### src/rtl/btn_pkg.sv
// rtl/btn_pkg.sv - shared types, defaults and round-robin search for btn_event_arbiter
package btn_pkg;

  typedef enum logic {
    ST_IDLE  = 1'b0,
    ST_OFFER = 1'b1
  } btn_state_e;

  localparam int HOLD_W_DEFAULT = 4;

  // First set bit of mask scanning upward from ptr, wrapping at n (n <= 16).
  function automatic logic [3:0] rr_find(input logic [15:0] mask,
                                         input logic [3:0]  ptr,
                                         input int          n);
    logic [3:0] res;
    logic       found;
    int         idx;
    res   = '0;
    found = 1'b0;
    for (int k = 0; k < 16; k++) begin
      idx = int'(ptr) + k;
      if (idx >= n) idx = idx - n;
      if ((k < n) && !found && mask[idx[3:0]]) begin
        res   = idx[3:0];
        found = 1'b1;
      end
    end
    return res;
  endfunction

endpackage

### src/rtl/btn_tracker.sv
// rtl/btn_tracker.sv - per-button edge, hold counter and pending-event flags
module btn_tracker
  import btn_pkg::*;
#(
  parameter int HOLD_W = HOLD_W_DEFAULT
) (
  input  logic clk,
  input  logic rst,
  input  logic i_btn,
  input  logic i_clr_press,
  input  logic i_clr_long,
  output logic o_press_pend,
  output logic o_long_pend
);

  logic              r_prev;
  logic [HOLD_W-1:0] r_hold;
  logic              r_long_done;
  logic              r_press_pend;
  logic              r_long_pend;

  logic w_edge;
  logic w_hold_full;
  logic w_long_fire;

  assign w_edge      = i_btn & ~r_prev;
  assign w_hold_full = &r_hold;
  assign w_long_fire = i_btn & w_hold_full & ~r_long_done;

  // New events take priority over a same-cycle grant clear.
  always_ff @(posedge clk or posedge rst) begin
    if (rst) begin
      r_prev       <= 1'b0;
      r_hold       <= '0;
      r_long_done  <= 1'b0;
      r_press_pend <= 1'b0;
      r_long_pend  <= 1'b0;
    end else begin
      r_prev <= i_btn;

      if (!i_btn || w_edge)
        r_hold <= '0;
      else if (!w_hold_full)
        r_hold <= r_hold + 1'b1;

      if (!i_btn)
        r_long_done <= 1'b0;
      else if (w_long_fire)
        r_long_done <= 1'b1;

      if (w_edge)
        r_press_pend <= 1'b1;
      else if (i_clr_press)
        r_press_pend <= 1'b0;

      if (w_long_fire)
        r_long_pend <= 1'b1;
      else if (i_clr_long)
        r_long_pend <= 1'b0;
    end
  end

  assign o_press_pend = r_press_pend;
  assign o_long_pend  = r_long_pend;

endmodule

### src/rtl/btn_event_arbiter.sv
// rtl/btn_event_arbiter.sv - press/long-press events from N buttons, round-robin served over valid/ready
module btn_event_arbiter
  import btn_pkg::*;
#(
  parameter  int N      = 4,
  parameter  int HOLD_W = HOLD_W_DEFAULT,
  localparam int IDW    = $clog2(N)
) (
  input  logic           clk,
  input  logic           rst,
  input  logic [N-1:0]   btn,
  output logic           evt_valid,
  input  logic           evt_ready,
  output logic [IDW-1:0] evt_id,
  output logic           evt_long,
  output logic [N-1:0]   pending
);

  btn_state_e     r_state;
  btn_state_e     w_state_next;
  logic [IDW-1:0] r_rr_ptr;
  logic [IDW-1:0] r_evt_id;
  logic           r_evt_long;

  logic [N-1:0]   w_press_pend;
  logic [N-1:0]   w_long_pend;
  logic [N-1:0]   w_clr_press;
  logic [N-1:0]   w_clr_long;
  logic [IDW-1:0] w_sel;
  logic           w_sel_long;
  logic           w_grant;

  for (genvar g = 0; g < N; g++) begin : g_trk
    btn_tracker #(
      .HOLD_W(HOLD_W)
    ) u_trk (
      .clk         (clk),
      .rst         (rst),
      .i_btn       (btn[g]),
      .i_clr_press (w_clr_press[g]),
      .i_clr_long  (w_clr_long[g]),
      .o_press_pend(w_press_pend[g]),
      .o_long_pend (w_long_pend[g])
    );
  end

  assign pending    = w_press_pend | w_long_pend;
  assign w_sel      = IDW'(rr_find(16'(pending), 4'(r_rr_ptr), N));
  assign w_sel_long = ~w_press_pend[w_sel];

  always_comb begin
    w_state_next = r_state;
    w_grant      = 1'b0;
    w_clr_press  = '0;
    w_clr_long   = '0;
    case (r_state)
      ST_IDLE: begin
        if (|pending) begin
          w_grant = 1'b1;
          if (w_sel_long)
            w_clr_long[w_sel] = 1'b1;
          else
            w_clr_press[w_sel] = 1'b1;
          w_state_next = ST_OFFER;
        end
      end
      ST_OFFER: begin
        if (evt_ready)
          w_state_next = ST_IDLE;
      end
      default: w_state_next = ST_IDLE;
    endcase
  end

  always_ff @(posedge clk or posedge rst) begin
    if (rst) begin
      r_state    <= ST_IDLE;
      r_rr_ptr   <= '0;
      r_evt_id   <= '0;
      r_evt_long <= 1'b0;
    end else begin
      r_state <= w_state_next;
      if (w_grant) begin
        r_evt_id   <= w_sel;
        r_evt_long <= w_sel_long;
      end
      // Explicit wrap so non-power-of-two N never points past the last button.
      if ((r_state == ST_OFFER) && evt_ready) begin
        if (r_evt_id == IDW'(N - 1))
          r_rr_ptr <= '0;
        else
          r_rr_ptr <= r_evt_id + 1'b1;
      end
    end
  end

  assign evt_valid = (r_state == ST_OFFER);
  assign evt_id    = r_evt_id;
  assign evt_long  = r_evt_long;

endmodule
### config.mk
export PLATFORM = sky130hd
export DESIGN_NAME = btn_event_arbiter
export DESIGN_NICKNAME = d
export VERILOG_FILES = /design/src/rtl/btn_pkg.sv /design/src/rtl/btn_tracker.sv /design/src/rtl/btn_event_arbiter.sv
export SDC_FILE = /design/constraint.sdc
export NUM_CORES = 1
export LEC_CHECK = 0
export ABC_CLOCK_PERIOD_IN_PS = 3800
export CORE_MARGIN = 3
export CORE_UTILIZATION = 40
export CTS_CLUSTER_DIAMETER = 100
export DETAILED_ROUTE_END_ITERATION = 8
export PLACE_DENSITY = 0.62
export SLEW_MARGIN = 40
export SYNTH_ARGS = -nofsm -noshare
export SYNTH_HDL_FRONTEND = slang
export SYNTH_SLANG_ARGS = --single-unit
### constraint.sdc
create_clock -name clk -period 3.8 [get_ports clk]
set_clock_uncertainty 0.2 [all_clocks]
set_input_delay 0.57 -clock clk [delete_from_list [all_inputs] [get_ports clk]]
set_output_delay 0.57 -clock clk [all_outputs]
set_load 0.005 [all_outputs]
==> results of run 1 <==
==> state kept, by name (all words and copies together) (netlist names) <==
signal	count
evt_id	2
evt_long	1
evt_valid	1
g_trk.u_trk.o_long_pend	4
g_trk.u_trk.o_press_pend	4
g_trk.u_trk.r_hold	16
g_trk.u_trk.r_long_done	4
g_trk.u_trk.r_prev	4
r_rr_ptr	2
==> worst register-to-register path: stages, from the launching register on <==
cell,delay (ns)
dfrtp_1,0.46
inv_1,0.15
ha_1,0.46
or4_1,0.48
o311ai_2,0.14
a211oi_4,0.11
o32a_4,0.42
mux2i_1,0.13
a211o_1,0.30
==> layout by cell type, fill, tap and decap left out, types with 4 or more instances in the layout <==
| master | count |
|---|---|
| dfrtp_1 | 38 |
| nor2_1 | 18 |
| nand2_1 | 15 |
| clkdlybuf4s50_1 | 14 |
| nor3_1 | 12 |
| inv_1 | 10 |
| nand3_1 | 9 |
| mux2i_1 | 7 |
| ha_1 | 7 |
| o31ai_1 | 6 |
| clkbuf_8 | 6 |
| inv_2 | 5 |
| a21oi_1 | 5 |
| nor3b_1 | 5 |
| o21ai_0 | 5 |
| a31oi_1 | 4 |
| xnor2_1 | 4 |
==> worst min path at each step <==
stage                                      from                     endpoint  cells past startpoint
after floorplan           g_trk[2].u_trk.r_prev  g_trk[2].u_trk.o_press_pend                      1
after global placement    g_trk[3].u_trk.r_prev  g_trk[3].u_trk.o_press_pend                      1
after detailed placement  g_trk[3].u_trk.r_prev  g_trk[3].u_trk.o_press_pend                      1
after CTS                 g_trk[3].u_trk.r_prev  g_trk[3].u_trk.o_press_pend                      1
after global routing      g_trk[3].u_trk.r_prev  g_trk[3].u_trk.o_press_pend                      1
final                     g_trk[3].u_trk.r_prev  g_trk[3].u_trk.o_press_pend                      1
==> routing by layer <==
layer	wire [um]	vias to the layer above	global-route usage, %
met1	1865	729	18.99
met5	0	-	0
met4	86	0	7.790
li1	-	748	-
met3	111	5	3.521
met2	1752	20	22.39
==> stage by stage <==
stage / hold slack (ns) / total power, W / setup WS (ns)
floorplan: 0.2247 / 0.0009851 / 1.027
global placement: 0.2315 / 0.001144 / 0.9817
detailed placement: 0.2388 / 0.001147 / 0.8850
CTS: 0.2502 / 0.001436 / 0.8810
global route: 0.2629 / 0.001537 / 0.6792
finish: 0.2430 / 0.001418 / 0.8552
==> power by group <==
part | switching (W) | total [W] | internal, W
clock network | 0.000133 | 0.000279 | 0.000146
registers | 0.0000867 | 0.000555 | 0.000469
logic | 0.000312 | 0.000584 | 0.000271
==> cell families after synthesis <==
kind of cell / share of synthesized area, %
AND/OR/NAND/NOR: 18.53
flip-flops: 47.26
buffers and inverters: 4.290
adder cells (fa/ha/maj): 4.353
multiplexers: 5.162
AO/OA/AOI/OAI: 18.66
XOR/XNOR: 1.741
==> layout make-up <==
class,instances,area [um^2]
fill,447,2474
sequential,38,950.9
inverter,15,56.30
clock inverter,1,5.005
tap,67,83.83
timing repair buffer,16,155.1
clock buffer,7,86.33
multi-input combinational,138,974.7
==> flow_metrics.env, run 1 <==
export IMPL_drtIter0Drc=98
export IMPL_ctsResizeCount=0
export IMPL_hpwl_um=2760
export IMPL_yosysTopAreaCell="dfrtp_1"
export IMPL_place_inst=274
export IMPL_ys_top_cells_by_count="38 x dfrtp_1, 18 x nor2_1, 15 x nand2_1, 12 x nor3_1, 11 x inv_1"
export IMPL_overflow=0
export IMPL_report_final_hold_viol_count=0
export IMPL_placed_area_um2=2221
export IMPL_reg2reg_depth=8
export IMPL_grt_pass1_vias=1408
export IMPL_fin_util_pct=48.31
export IMPL_hold_path_class="reg2reg"
export IMPL_synthesis_nets=210
export IMPL_cp_end_kind="flip-flop"
export IMPL_path_class="reg2reg"
export IMPL_track_usage_pct=14.59
export IMPL_cts_root_buf="clkbuf_8"
export IMPL_cts_max_level=2
export IMPL_synth_edf_count=0
export IMPL_grt_antenna_before_repair=0
export IMPL_wl_um=3815
export IMPL_timing_fmax_mhz=339.6
export IMPL_clock_latency_ns=0.29
export IMPL_setup_violations=0
export IMPL_ys_ff_latch=38
export IMPL_die_h_um=76.92
export IMPL_path_clk_slew_ns=0.07
export IMPL_syn_to_final_growth_pct=14.93
export IMPL_crit_chain="inv_1 -> ha_1 -> or4_1 -> o311ai_2 -> a211oi_4 -> o32a_4 -> mux2i_1 -> a211o_1"
export IMPL_critical_path_reg2reg_startpoint="r_rr_ptr[1]"
export IMPL_crit_buf_inv=1
export IMPL_drc_errors=0
export IMPL_cts_sinks=38
export IMPL_cp_slowest_stage_delay_ns=0.48
export IMPL_ys_seq_area_share_pct=47.26
export IMPL_cp_slowest_cell="or4_1"
export IMPL_cts_tree="done"
export IMPL_crit_required_ns=3.77
export IMPL_design_area_um2=2312
export IMPL_vias_per_cell=5.326
export IMPL_cp_arrival_ns=2.92
export IMPL_fp_dieW_um=76.92
export IMPL_numCtsBuffers=5
export IMPL_synthFlopType="dfrtp_1"
export IMPL_io_buffers=14
export IMPL_yosysWarnings=0
export IMPL_grt_max_degree=22
export IMPL_synth_area_leaders="dfrtp_1 47%, ha_1 4.4%, mux2i_1 3.5%"
export IMPL_hold_buffers=0
export IMPL_boundaryPins=15
export IMPL_grt_first_pass_wirelength_um=6851
export IMPL_gp_congestion=0.8528
export IMPL_final_cells=282
export IMPL_worst_pin_slew_ns=0.4992
export IMPL_setup_worst_path_end="evt_long"
export IMPL_cap_violations=0
export IMPL_finalNetCount=228
export IMPL_post_drt_wl_per_cell_um=13.53
export IMPL_critPathMaxFanout=10
export IMPL_yosysMostFrequentCell="dfrtp_1"
export IMPL_placementRows=25
export IMPL_yosys_area_top_type_share_pct=47.26
export IMPL_maxSlewHeadroom_pct=66.28
export IMPL_drv_slew=0
export IMPL_startpoint="r_rr_ptr[1]"
export IMPL_finalSetupTns_ns=0
export IMPL_drive_above_1_share_pct=12.56
export IMPL_netlist_area_um2=2012
export IMPL_crit_path_start_kind="flip-flop"
export IMPL_async_reset_ff_share_pct=100.0
export IMPL_irDropWorstVdd_mv=0.3518
export IMPL_dr_pass1_iters=4
export IMPL_synthCells=196
export IMPL_finalCritPeriodShare_pct=77.49
export IMPL_ys_types=50
export IMPL_start_util_pct=42.04
export IMPL_crit_family="compound AO/OA/AOI/OAI gates"
export IMPL_avgSynthCellArea_um2=10.26
export IMPL_antennaDiodeCount=0
export IMPL_postCtsSetupBuffers=0
export IMPL_outcome="complete, no violations"
export IMPL_coreArea_um2=4786
export IMPL_dieArea_um2=5917
export IMPL_rr_endpoint="evt_long"
export IMPL_vias=1502
export IMPL_ant_nets=0
export IMPL_fin_crit_ns=2.945
export IMPL_rsz0062_at_grt="false"
export IMPL_power_per_cell_area_nw_per_um2=613.2
export IMPL_clock_path_buffers=2
export IMPL_crit_cells=8
export IMPL_r2r_slack_ns=0.86
export IMPL_p_leak_nw=0.9884
No activity file was read; power rests on OpenSTA's default activity.
==> run 2: changes to the inputs <==
- ABC_CLOCK_PERIOD_IN_PS: 3800 -> 2700
- PLACE_DENSITY: 0.62 -> 0.64
- clock period: 3.8 -> 2.7 ns (I/O delays scaled with it)
==> run 2 against run 1 <==
Non-clock buffer count grew 8. Worst setup slack worse by 0.77 ns. Sequential cell count is the same. Via count grew 0.33%. Total power up 51%. Routed wire length down 0.29%. First-iteration DRC count is 1.0% lower. Register-to-register slack worse by 0.77 ns. Critical endpoint unchanged.
==> flow_metrics.env, run 2 (synthesis gave the netlist of run 1 again) <==
export IMPL_cts_sinks=38
export IMPL_grt_antenna_before_repair=0
export IMPL_drc_errors=0
export IMPL_boundaryPins=15
export IMPL_vias=1507
export IMPL_outcome="complete, no violations"
export IMPL_top_register="g_trk.u_trk.r_hold"
export IMPL_hold_depth=1
export IMPL_fp_dieW_um=76.92
export IMPL_overflow=0
export IMPL_setup_violations=0
export IMPL_irDropWorstVdd_mv=0.3128
export IMPL_crit_buf_inv=1
export IMPL_clkPwrFrac_pct=19.1
export IMPL_ant_nets=0
export IMPL_cp_slowest_cell="or4_4"
export IMPL_drv_slew=0
export IMPL_p_leak_nw=1.038
export IMPL_comb_power_share_pct=45.8
export IMPL_cp_arrival_ns=2.60
export IMPL_report_final_hold_viol_count=0
export IMPL_final_common_cell="dfrtp_1"
export IMPL_place_ws_ns=0.08235
export IMPL_antennaDiodeCount=0
export IMPL_worst_slack_ns=0.08527
export IMPL_start_util_pct=42.04
export IMPL_crit_chain="inv_4 -> ha_2 -> or4_4 -> o311ai_4 -> a211oi_4 -> o32a_4 -> mux2i_1 -> a211o_1"
export IMPL_largest_register_ffs=16
export IMPL_io_buffers=14
export IMPL_cts_max_level=2
export IMPL_mostFrequentLayoutCells="38 x dfrtp_1, 18 x nor2_1, 15 x nand2_1"
export IMPL_die_h_um=76.92
export IMPL_netSwitchingFraction_pct=37.61
export IMPL_cts_tree="done"
export IMPL_r2r_slack_ns=0.09
export IMPL_maxSlewHeadroom_pct=68.38
export IMPL_fillerInstances=451
export IMPL_min_to="g_trk[2].u_trk.o_press_pend"
export IMPL_rsz0062_at_grt="false"
export IMPL_dr_pass1_iters=4
export IMPL_total_switching_power_w=0.0008038
export IMPL_seq_power_share_pct=35.1
export IMPL_cap_violations=0
export IMPL_track_usage_pct=14.34
export IMPL_p_int_w=0.001334
export IMPL_finalNetCount=236
export IMPL_syn_to_final_growth_pct=19.28
export IMPL_path_class="reg2reg"
export IMPL_critical_path_reg2reg_startpoint="r_rr_ptr[0]"
export IMPL_dieArea_um2=5917
export IMPL_min_from="g_trk[2].u_trk.r_prev"
export IMPL_cts_root_buf="clkbuf_8"
export IMPL_drive_above_1_share_pct=17.49
export IMPL_wl_um=3804
export IMPL_crit_required_ns=2.68
export IMPL_reg2reg_depth=8
export IMPL_clock_path_buffers=2
export IMPL_finalSetupTns_ns=0
export IMPL_postCtsSetupBuffers=0
export IMPL_grt_pass1_vias=1434
export IMPL_placementRows=25
export IMPL_gp_congestion=0.8296
export IMPL_path_clk_slew_ns=0.08
export IMPL_timing_fmax_mhz=382.4
export IMPL_power_per_cell_area_nw_per_um2=890.6
export IMPL_finalCritPeriodShare_pct=96.84
export IMPL_clock_latency_ns=0.29
export IMPL_grt_first_pass_wirelength_um=6810
export IMPL_hold_path_class="reg2reg"
export IMPL_fin_crit_ns=2.615
export IMPL_crit_family="compound AO/OA/AOI/OAI gates"
export IMPL_post_drt_wl_per_cell_um=13.12
export IMPL_cp_end_kind="flip-flop"
export IMPL_grt_max_degree=39
export IMPL_hold_buffers=0
export IMPL_drtIter0Drc=97
export IMPL_critPathMaxFanout=7
export IMPL_rr_endpoint="evt_long"
export IMPL_worst_pin_slew_ns=0.4743
export IMPL_crit_path_start_kind="flip-flop"
export IMPL_coreArea_um2=4786
export IMPL_vias_per_cell=5.197
export IMPL_cp_slowest_stage_delay_ns=0.45
export IMPL_hpwl_um=2721
export IMPL_numCtsBuffers=5
## run 2: layout make-up
| type | count | area, um^2 | share of cell area [%] |
|---|---|---|---|
| Multi-Input combinational cell | 138 | 996.0 | 41.50 |
| Sequential cell | 38 | 950.9 | 39.62 |
| Timing Repair Buffer | 24 | 215.2 | 8.968 |
| Tap cell | 67 | 83.83 | 3.493 |
| Clock buffer | 6 | 82.58 | 3.441 |
| Inverter | 15 | 58.81 | 2.450 |
| Clock inverter | 2 | 12.51 | 0.5214 |
## run 2: power groups by stage
stage | sequential (W) | clock (W) | combinational, W
2_1_floorplan | 0.000752 | 0 | 0.000687
3_3_place_gp | 0.000762 | 0 | 0.000955
3_5_place_dp | 0.000762 | 0 | 0.000961
4_1_cts | 0.000750 | 0.000425 | 0.000970
5_1_grt | 0.000767 | 0.000449 | 0.00108
6_report | 0.000750 | 0.000408 | 0.000979
## run 2: stage by stage
step	util (%)	area, um^2	hold WS [ns]	cells	power (W)
finish	50.14	2400	0.2506	290	0.002137
CTS	49.99	2392	0.2546	290	0.002146
global placement	48.00	2297	0.2340	282	0.001717
floorplan	-	2037	0.2247	196	0.001439
global route	50.14	2400	0.2847	290	0.002296
detailed placement	48.00	2297	0.2433	282	0.001723
## run 2: worst register-to-register path, delay by kind of cell, from the launching register on
kind            cells  cell delay (ns)
flops               1             0.41
compound gates      4             0.90
buf+inv             1             0.09
simple gates        1             0.45
mux                 1             0.13
fa+ha+maj           1             0.32
## run 2: what timing repair did
item | CTS | global route
gates resized for setup | 0 | 2
setup endpoints to repair | 0 | 7
endpoints found under the hold margin | 0 | 0
## run 2: how the worst max path moves through the flow
| stage | from | endpoint | depth (start not counted) |
|---|---|---|---|
| CTS | r_rr_ptr[0] | evt_long | 8 |
| global route | r_rr_ptr[0] | evt_long | 8 |
| floorplan | r_rr_ptr[0] | evt_long | 10 |
| detailed placement | r_rr_ptr[0] | evt_long | 8 |
| finish | r_rr_ptr[0] | evt_long | 8 |
| global placement | r_rr_ptr[0] | evt_long | 8 |
## run 2: per-layer routing
layer | global-route usage (%) | up-vias | routed length (um)
met5 | 0 | - | 0
met2 | 20.56 | 13 | 1689
met4 | 5.978 | 0 | 68
li1 | - | 767 | -
met3 | 3.638 | 6 | 92
met1 | 20.50 | 721 | 1954
==> RTL change, RTL diff (config.mk and constraints of run 1) <==
Change the package constant `HOLD_W_DEFAULT` from 4 to 3.
--- a/src/rtl/btn_pkg.sv
+++ b/src/rtl/btn_pkg.sv
@@ -8,3 +8,3 @@
 
-  localparam int HOLD_W_DEFAULT = 4;
+  localparam int HOLD_W_DEFAULT = 3;
 
Function: changed (Yosys sat finds a counterexample within 10 cycles, from zero or initial values and one cycle with rst high).
==> RTL change against run 1 <==
- via count fell by 14%
- critical path depth did not move
- area after synthesis fell by 10%
- wire length fell by 8.3%
- sequential cell count fell by 4
- count of clock-buffer cells in the layout fell by 1
- largest power group unchanged
- cell area fell by 9.9%
- cell count fell by 17%
- total power fell by 7.0%
- setup slack improved by 0.042 ns
- worst hold slack improved by 0.00098 ns
==> RTL change: results (changes against run 1) <==
max reg flops=12 (-4); number of vias per cell=5.51 (+3.5%); delay of the slowest critical-path stage=0.60 ns (+0.12 ns); combinational share of power=40.0% (-1.2 points); nets@finish=201 (-12%); total length of routed met3 wires=146 um (+32%); Clock Network Area Fraction=4.56% (+0.61 points); met1 capacity usage during global routing=18.8% (-0.20 points); post-detailed-placement half-perimeter wirelength=2680 um (-2.9%); global-route wire length before repair=6180 um (-9.9%); Total GRT Usage=15.5% (+0.91 points); share of the synthesized netlist area taken by xor and xnor gates=1.94% (+0.20 points); proportion of synthesized chip area in sequential cells=47.2% (-0.074 points); area used by multi-input combinational logic=878 um^2 (-9.9%); arrival time at the worst endpoint=2.88 ns (-0.04 ns); top cells by area in the synthesized netlist=dfrtp_1, ha_1, mux2i_1; vias in the first global route=1342 (-4.7%); Signal buf overhead=7.09% (+0.38 points); count of inserted tapcells=50 (-25%); internal power=0.000824 W (-7.0%); FFs & Latches=34 (-11%); sequential share of cell area=40.8% (-0.28 points); Non-clock inverters=13 (-2); outcome=completed; Leakage=0.942 nW (-4.7%); routed metal-1 wirelength=1450 um (-22%); Multi-Input Combinational=114 (-17%); global placer's final weighted congestion=0.801 (-6.1%); Max Fanout on Critical Path=12 (+2); met2 wire length=1830 um (+4.3%); master of the slowest instance on the critical path=dfrtp_1; proportion of power drawn by flip-flops and latches=39.0% (-0.2 points); IR Drop Worst-Case VDD=0.327 mV (-7.1%)
==> RTL change: worst paths after layout <==
kind	end	slack, ns	cells past startpoint
setup / recovery	evt_long	0.90	8
hold / removal	g_trk[1].u_trk.o_long_pend	0.24	1
setup reg to reg	evt_long	0.90	8
hold reg to reg	g_trk[1].u_trk.o_long_pend	0.24	1
max in group asynchronous	g_trk[1].u_trk.o_press_pend	2.35	3
min in group asynchronous	g_trk[0].u_trk.r_hold[1]	0.40	2
==> RTL change: metrics by stage <==
stage          util (%)  power (W)  cells  hold slack [ns]  setup slack, ns
6_report           49.9    0.00132    234            0.244            0.897
5_1_grt            49.9    0.00142    234            0.240            0.749
4_1_cts            49.9    0.00134    234            0.242            0.929
3_5_place_dp       47.6    0.00105    226            0.236            0.932
3_3_place_gp       47.6    0.00103    226            0.233             1.03
2_1_floorplan         -   0.000886    167            0.216             1.28
